==> config.mk <==
export PLATFORM = sky130hd
export DESIGN_NAME = alu_seq_ctrl
export DESIGN_NICKNAME = d
export VERILOG_FILES = /design/src/rtl/alu_seq_ctrl.sv
export SDC_FILE = /design/constraint.sdc
export NUM_CORES = 1
export LEC_CHECK = 0
export CAP_MARGIN = 20
export CORE_ASPECT_RATIO = 0.7
export CORE_UTILIZATION = 51
export DETAILED_ROUTE_END_ITERATION = 8
export PLACE_DENSITY = 0.8
export SYNTH_ARGS = -nofsm -noshare
export SYNTH_HDL_FRONTEND = slang
export SYNTH_SLANG_ARGS = --single-unit
==> constraint.sdc <==
create_clock -name clk -period 3.1 [get_ports clk]
set_input_delay 0.62 -clock clk [delete_from_list [all_inputs] [get_ports clk]]
set_output_delay 0.62 -clock clk [all_outputs]
set_load 0.02 [all_outputs]
==> src/rtl/alu_seq_ctrl.sv <==
// ---------------------------------------------------------------------------
// alu_seq_ctrl
//   Sequential front-end for the 4-op M-bit ALU. The shared switch bus `value`
//   is captured as operand A, operand B and finally the opcode, each step
//   confirmed by a single-cycle `enter` pulse. `undo` steps back one state.
//   Once the opcode is confirmed, the result and flags are computed, registered
//   and held.
//
// Ports
//   clk          : system clock, rising edge
//   reset        : synchronous, active-high reset
//   value[M-1:0] : switch bus (A, B, or opcode in bits [1:0])
//   enter        : confirm pulse
//   undo         : step-back pulse (wins over enter)
//   a_reg, b_reg : captured operands
//   op_reg[1:0]  : captured opcode (00 SUB, 01 ADD, 10 OR, 11 AND)
//   result       : registered ALU result
//   flags[4:0]   : registered {N,Z,C,V,P}
//   result_valid : high while in SHOW_RESULT
//   done         : one-cycle pulse on entry to SHOW_RESULT
//   state_leds   : one-hot state {SHOW_RESULT,WAIT_OPCODE,WAIT_OP2,WAIT_OP1}
//   display      : live `value` while collecting inputs, result when showing
// ---------------------------------------------------------------------------
module alu_seq_ctrl #(
   parameter int M = 8
) (
   input  logic         clk,
   input  logic         reset,
   input  logic [M-1:0] value,
   input  logic         enter,
   input  logic         undo,
   output logic [M-1:0] a_reg,
   output logic [M-1:0] b_reg,
   output logic [1:0]   op_reg,
   output logic [M-1:0] result,
   output logic [4:0]   flags,
   output logic         result_valid,
   output logic         done,
   output logic [3:0]   state_leds,
   output logic [M-1:0] display
);

   // One-hot encoding doubles as the LED pattern.
   typedef enum logic [3:0] {
      WAIT_OP1    = 4'b0001,
      WAIT_OP2    = 4'b0010,
      WAIT_OPCODE = 4'b0100,
      SHOW_RESULT = 4'b1000
   } state_t;

   state_t state;

   // Returns {R, N, Z, C, V, P}. Arithmetic is done in M+1 bits so bit M is
   // the carry/borrow.
   function automatic logic [M+4:0] alu(input logic [M-1:0] a,
                                        input logic [M-1:0] b,
                                        input logic [1:0]   op);
      logic [M:0]   w;
      logic [M-1:0] r;
      logic         c;
      logic         v;
      w = '0;
      r = '0;
      c = 1'b0;
      v = 1'b0;
      case (op)
         2'b00: begin
            w = {1'b0, a} - {1'b0, b};
            r = w[M-1:0];
            c = w[M];
            v = (r[M-1] & ~a[M-1] & b[M-1]) | (~r[M-1] & a[M-1] & ~b[M-1]);
         end
         2'b01: begin
            w = {1'b0, a} + {1'b0, b};
            r = w[M-1:0];
            c = w[M];
            v = (r[M-1] & ~a[M-1] & ~b[M-1]) | (~r[M-1] & a[M-1] & b[M-1]);
         end
         2'b10:   r = a | b;
         default: r = a & b;
      endcase
      return {r, r[M-1], ~|r, c, v, ^r};
   endfunction

   always_ff @(posedge clk) begin
      if (reset) begin
         state  <= WAIT_OP1;
         a_reg  <= '0;
         b_reg  <= '0;
         op_reg <= '0;
         result <= '0;
         flags  <= '0;
         done   <= 1'b0;
      end else begin
         done <= 1'b0;
         if (undo) begin
            // Stepping back never touches captured data.
            case (state)
               WAIT_OP2:    state <= WAIT_OP1;
               WAIT_OPCODE: state <= WAIT_OP2;
               SHOW_RESULT: state <= WAIT_OPCODE;
               default:     state <= WAIT_OP1;
            endcase
         end else if (enter) begin
            case (state)
               WAIT_OP1: begin
                  a_reg <= value;
                  state <= WAIT_OP2;
               end
               WAIT_OP2: begin
                  b_reg <= value;
                  state <= WAIT_OPCODE;
               end
               WAIT_OPCODE: begin
                  op_reg          <= value[1:0];
                  {result, flags} <= alu(a_reg, b_reg, value[1:0]);
                  done            <= 1'b1;
                  state           <= SHOW_RESULT;
               end
               default: state <= WAIT_OP1;   // SHOW_RESULT: start over, hold data
            endcase
         end
      end
   end

   assign state_leds   = state;
   assign result_valid = (state == SHOW_RESULT);
   assign display      = (state == SHOW_RESULT) ? result : value;

endmodule

---- After elaboration in Yosys (flattened, before gate mapping) ----
Index checks and enable logic that the tools add are counted.
word-level totals
  output and inout bits ................... 45
  word-level logic and storage cells ...... 55
  flip-flop bits (word level) ............. 36
operators by class
  add/subtract/negate cells ............... 2
  mux-type cells .......................... 13
  eq/ne operators ......................... 6
  reduce and logical (&&, ||, !) cells .... 9
  bitwise gates (word level) .............. 18
operators by type and width
  kind                                                              count
  8-bit 2-to-1 mux                                                  5
  8-bit case mux with 3 select lines                                1
  4-bit case mux with 3 select lines                                1
  8-bit by 8-bit adder with 9-bit output                            1
  3-bit AND reduction                                               3
  8-bit by 8-bit subtractor with 9-bit output                       1
  1-bit AND                                                         8
  8-bit AND                                                         1
  4-bit 2-to-1 mux                                                  2
  8-bit OR                                                          1
  8-bit OR reduction                                                1
  8-bit parity                                                      1
  1-bit inverter                                                    6
  3-bit case mux with 2 select lines                                1
  4-bit by 1-bit == test with 1-bit output (second input constant)  1
  4-bit by 2-bit == test with 1-bit output (second input constant)  1
  4-bit by 3-bit == test with 1-bit output (second input constant)  1
  4-bit == test (second input constant)                             1
  1-bit case mux with 2 select lines                                2
  3-bit OR reduction                                                1
  2-bit by 1-bit == test with 1-bit output (second input constant)  1
  2-bit == test (second input constant)                             1
  2-bit logical NOT                                                 1
  1-bit OR                                                          2
  other kinds (3)                                                   3

---- Depth between registers and ports, before layout ----
Gate-level depths: netlist (run 1).
  depth after elaboration ................. 8
  gate-level depth with buffers ........... 15
  depth with buffers taken out ............ 15

---- Least setup slack after synthesis (run 1) ----
Ideal clock, no wire load.
  kind .................................... register -> register
  start point ............................. register b_reg[0]
  end point ............................... register flags[0]
  setup slack ............................. 0.160 ns
  data arrival time ....................... 2.854 ns
  stages on the path, launching flop included .. 14
  required time ........................... 3.014 ns
  path buffers ............................ 0
  cells stage by stage .................... dfxtp_1 -> ha_1 -> inv_1 -> fa_1 -> nor2b_1 -> o21a_1 -> o31a_1 -> o211a_1 -> nor3_2 -> and2_1 -> ha_1 -> xnor2_1 -> xnor2_1 -> a211oi_1
on the way
  longest elaborated chain between the ends .. 7
  elaborated cells between the ends (all ways) .. 10
RTL lines
  what                                                            RTL line  text
  start, declared                                                 33        output logic [M-1:0] b_reg,
  start signal, assigned                                          111       b_reg <= value;
  8-bit by 8-bit adder with 9-bit output (tied with other cells)  74        w = {1'b0, a} + {1'b0, b};
  8-bit case mux with 3 select lines *                            66        case (op)
  8-bit 2-to-1 mux *                                              105       case (state)
  8-bit 2-to-1 mux *                                              104       end else if (enter) begin
  8-bit 2-to-1 mux *                                              96        if (undo) begin
  8-bit 2-to-1 mux *                                              86        if (reset) begin
  8-bit parity *                                                  82        return {r, r[M-1], ~|r, c, v, ^r};
  end signal, assigned                                            116       {result, flags} <= alu(a_reg, b_reg, value[1:0]);
  end, declared                                                   36        output logic [4:0] flags,
Every way passes the cells marked *; elsewhere a longest branch is shown, timed or not. The select of a mux whose other input is x is not followed.
A chain may end at the register's enable or synchronous reset.

---- Worst setup path after layout (run 1) ----
  start point ............................. register a_reg[0]
  end point ............................... register flags[0]
on the way
  longest elaborated chain between the ends .. 7
  elaborated cells between the ends (all ways) .. 10
RTL lines
  what                                                            RTL line  text
  start, declared                                                 32        output logic [M-1:0] a_reg,
  start signal, assigned                                          107       a_reg <= value;
  8-bit by 8-bit adder with 9-bit output (tied with other cells)  74
  8-bit case mux with 3 select lines *                            66
  8-bit 2-to-1 mux *                                              105
  8-bit 2-to-1 mux *                                              104
  8-bit 2-to-1 mux *                                              96
  8-bit 2-to-1 mux *                                              86
  8-bit parity *                                                  82
Marked as above.

==> results.txt, run 1 <==
outcome -> finished, final reports clean
Post-Syn Instances -> 329
Tcrit/Tclk final -> 96.2%
clock tree buffer depth -> 2
Compound-Gate Fraction of Synth Area -> 19.2%
DRC violations left -> 0
top cells by count, synth -> nor2_1 (58), dfxtp_1 (35), ha_1 (28)
die area -> 5480 sq um
sequential fraction of the synthesis area -> 26.5%
worst slew pin tran -> 0.521 ns
design area -> 3420 sq um
Placer Congestion -> 0.937
DP Area -> 3290 sq um
global-route wire length before repair -> 10800 microns
leakage -> 1.37 nW
Die Span Y -> 62.2 microns
DR vias -> 2546
hold-fix buffers at CTS -> 0
simple-gate portion of the synthesized area -> 19.0%
Synth top area share -> 26.5%
post-synthesis mux area share -> 11.2%
die width -> 88.0 microns
minimum clock period after layout -> 2.98 ns
DP Wirelength -> 5330 microns
Crit Path Category -> reg2reg
async set-reset flop share out of synthesis -> 0%
Synthesis Warnings -> 0
clk_skew -> 0.00706 ns
total wire length -> 6890 microns
number of port buffers -> 56
htree depth -> 2
post-synthesis xor/xnor area fraction -> 1.99%
largest family of logic cells by synthesized area -> compound AO/OA/AOI/OAI gates
Rows -> 21
Mapped Area -> 2640 sq um
CTS tree -> yes
CTS sink count -> 35
Hold Fails Final Rpt -> 0
Final Slew Violations -> 0
antenna violations before repair -> 0
Total GRT Usage -> 25.4%
leading area contributor after synthesis -> dfxtp_1
Mean Syn Cell Area -> 8.03 sq um
Max-cap violations -> 0
Initial Util -> 54.1%
flops & latches, synth -> 35
CTS buffer count -> 5
pwr dens -> 315 nW/um^2
crit start category -> register
Post-synth EDFFs -> 0
fmax -> 335 MHz
core area -> 4890 sq um
Netlist cell types -> 51
top post-synthesis cells by area -> dfxtp_1 (27%), ha_1 (13%), nor2_1 (8.2%)
hold slack final -> 0.476 ns
number of global-route vias before repair -> 2330
Post-Synthesis Net Count -> 371
average via count per standard cell -> 5.57
clock root buffer -> clkbuf_8
CTS clk-pin slew, worst paths -> 0.07 ns
Hold WC Path Type -> reg2reg
Max VDD drop -> 0.190 mV
share of layout cells above drive strength 1 -> 12.4%
Worst Path Arrival -> 3.19 ns
most instantiated library cell after synthesis -> nor2_1
Final ANT Viol Nets -> 0
Max transition margin -> 65.1%
CP endpoint kind -> register
Antenna Cells -> 0
grt total ovfl -> 0
crit path max fanout -> 4
Post-synth top flop -> dfxtp_1
largest net degree at the start of global routing -> 24
total power -> 1.08 mW
Setup-failing EPs final -> 0
Detailed Routing Iterations Pass 1 -> 4
Adder-Cell Fraction of Synth Area -> 14.8%
nets -> 430
DR WL/cell -> 15.1 microns
# IOs -> 57
initial DRC count -> 130
Worst Path Required -> 3.30 ns
P&R area growth vs syn -> 29.5%
Skew-Pair Late Insertion Delay -> 0.29 ns
## placed cells by master, fill, tap and decap left out, types with 2 or more instances in the layout
master           instances
nand2_1                 20
xnor2_1                  5
nand4_1                  2
dfxtp_2                  3
inv_1                   23
nand2b_1                 4
a21oi_1                 17
a311oi_1                 5
dfxtp_1                 32
o21ai_0                 17
o21bai_1                 3
a211oi_2                 2
mux2i_1                 19
nor2b_1                  4
mux2_2                   8
fa_1                     2
nor3_1                   7
buf_4                   15
clkdlybuf4s50_1         56
a211oi_1                 8
nor2_1                  58
nand3_1                  6
ha_1                    26
o21a_1                   3
clkbuf_8                 6
or2_2                    2
o211ai_1                 2
o31ai_1                  2
o31a_1                   3
## metrics by stage
| step | setup WS, ns | TNS, ns | util, % | cells |
|---|---|---|---|---|
| after floorplan | 0.160 | 0 | - | 329 |
| after global placement | 0.141 | 0 | 67.4 | 449 |
| after detailed placement | 0.0458 | 0 | 67.4 | 449 |
| after CTS | 0.0528 | 0 | 69.2 | 456 |
| after global routing | -0.00217 | -0.00217 | 70.0 | 457 |
| final | 0.117 | 0 | 70.0 | 457 |
## worst paths after layout
check	startpoint	end	slack (ns)	depth (start not counted)
setup reg to reg	a_reg[0]	flags[0]	0.12	14
hold reg to reg	op_reg[0]	op_reg[0]	0.48	2
setup / recovery	a_reg[0]	flags[0]	0.12	14
hold / removal	op_reg[0]	op_reg[0]	0.48	2
## cell type report
| type | count | area (sq um) |
|---|---|---|
| Sequential cell | 35 | 704 |
| Clock inverter | 1 | 5.00 |
| Tap cell | 69 | 86.3 |
| Clock buffer | 6 | 82.6 |
| Multi-Input combinational cell | 251 | 1780 |
| Inverter | 24 | 90.1 |
| Fill cell | 408 | 1460 |
| Timing Repair Buffer | 71 | 673 |
## routing by layer
metal	vias up	global-route usage (%)	routed length (microns)
met5	-	0	0
met4	0	7.06	100
met3	11	6.52	588
met2	103	43.2	3310
met1	1172	31.5	2890
li1	1260	-	-
## timing repair
item | 4_1_cts | 5_1_grt
resized for setup | 0 | 9
endpoints found under the setup margin | 0 | 1
buffers inserted | 0 | 1
## cell families (layout without fill, tap and decap cells)
logic type | Yosys count | count (layout)
compound gates | 75 | 75
xor+xnor | 6 | 6
fa+ha+maj | 30 | 30
buf+inv | 43 | 102
flops | 35 | 35
mux | 28 | 28
simple gates | 112 | 112
## critical path, cell delays in order (launching register included)
cell and delay (ns):
dfxtp_2 0.35, inv_2 0.07, ha_2 0.17, inv_1 0.05, fa_1 0.37, nor2b_1 0.15, o21a_1 0.23, o31a_1 0.33
o211a_1 0.23, nor3_2 0.13, and2_1 0.19, ha_4 0.21, xnor2_2 0.13, xnor2_1 0.12, a211oi_1 0.20
## where the power goes
part / switching [mW] / internal (mW)
sequential: 0.0119 / 0.458
combinational: 0.140 / 0.129
clock: 0.164 / 0.174
Note: power is estimated with default switching activity, not from simulation.
==> run 2, diff against run 1 <==
- clock period: 3.1 -> 3.3 ns (I/O delays scaled with it)
==> results.txt, run 2 (same netlist as run 1, synthesis figures left out) <==
outcome -> finished, final reports clean
CTS buffer count -> 5
largest net degree at the start of global routing -> 36
cts repair resizes -> 0
CTS tree -> yes
reg2reg path depth -> 14
CP endpoint kind -> output port
Die Span Y -> 62.2 microns
DR vias -> 2440
DP Worst Slack -> 0.171 ns
Max transition margin -> 68.6%
htree depth -> 2
die area -> 5480 sq um
clock tree buffer depth -> 2
initial DRC count -> 154
Max VDD drop -> 0.212 mV
antenna violations before repair -> 0
pwr dens -> 297 nW/um^2
die width -> 88.0 microns
Core Util, Final -> 68.4%
R2R Setup Slk -> 0.25 ns
Worst R2R End -> flags[0]
total wire length -> 6770 microns
CTS sink count -> 35
post-CTS setup buffer count -> 0
setup_tns -> 0 ns
Worst Path Arrival -> 2.40 ns
total power -> 0.991 mW
Hold WC Path Type -> reg2reg
crit path max fanout -> 12
commonest non-fill, non-tap cells in the layout -> nor2_1 (58), clkdlybuf4s50_1 (56), dfxtp_1 (35), ha_1 (28), inv_1 (24)
core area -> 4890 sq um
Placer Congestion -> 0.909
minimum clock period after layout -> 3.06 ns
RSZ-0062 raised after global routing -> false
fmax -> 327 MHz
average via count per standard cell -> 5.41
grt total ovfl -> 0
Final ANT Viol Nets -> 0
Total GRT Usage -> 26.2%
Setup-failing EPs final -> 0
global-route wire length before repair -> 11100 microns
Antenna Cells -> 0
# IOs -> 57
Final WS setup -> 0.240 ns
hold-fix buffers at CTS -> 0
Detailed Routing Iterations Pass 1 -> 4
Hold Path Cell Cnt -> 2
hold_sp -> op_reg[1]
commonest non-fill, non-tap cell in the layout -> nor2_1
Initial Util -> 54.1%
Max-cap violations -> 0
P&R area growth vs syn -> 26.5%
DP Wirelength -> 5090 microns
DRC violations left -> 0
leakage -> 1.33 nW
Tcrit/Tclk final -> 92.7%
number of global-route vias before repair -> 2292
WHS Endpoint -> op_reg[1]
Hold Fails Final Rpt -> 0
clock root buffer -> clkbuf_8
Critical R2R Launch -> a_reg[0]
crit start category -> primary input
share of layout cells above drive strength 1 -> 8.64%
CTS clk-pin slew, worst paths -> 0.07 ns
Final Slew Violations -> 0
nets -> 424
Crit Path Category -> in2out
number of port buffers -> 56
clk_skew -> 0.00464 ns
hold slack final -> 0.459 ns
DR WL/cell -> 15.0 microns
Worst Path Required -> 2.64 ns
Skew-Pair Late Insertion Delay -> 0.29 ns
Rows -> 21
worst slew pin tran -> 0.470 ns
-- run 2: cell type report --
| type | instances | area (sq um) |
|---|---|---|
| clock inverters | 1 | 5.00 |
| repair buffers | 65 | 628 |
| inverters | 24 | 90.1 |
| well taps | 69 | 86.3 |
| multi-input cells | 251 | 1750 |
| flip-flops and latches | 35 | 701 |
| clock buffers | 6 | 82.6 |
| fillers | 413 | 1550 |
-- run 2: worst max path at each step --
stage / start / endpoint
CTS: a_reg[0] / flags[0]
global route: a_reg[0] / flags[0]
finish: value[1] / display[1]
detailed placement: value[1] / flags[0]
floorplan: b_reg[0] / flags[0]
global placement: value[0] / flags[0]
-- run 2: per-layer routing --
layer	global-route usage (%)	vias to the layer above	share of wire (%)
li1	-	1244	-
met1	35.8	1127	49
met2	41.9	65	45
met3	6.38	4	5.5
met4	5.44	0	0.56
met5	0	-	0
-- run 2: worst max-delay path: stages --
cell             delay [ns]
clkdlybuf4s50_1        0.70
inv_1                  0.11
o21ai_0                0.26
clkdlybuf4s50_1        0.66
-- run 2: metrics by stage --
step,instance area (sq um),cells
after global placement,3250,444
after detailed placement,3250,444
after CTS,3340,451
after global routing,3340,451
final,3340,451
after floorplan,2640,329
-- run 2: report_power, final --
part           internal [mW]  switching, mW
registers              0.430         0.0111
clock network          0.164          0.155
logic                  0.108          0.125
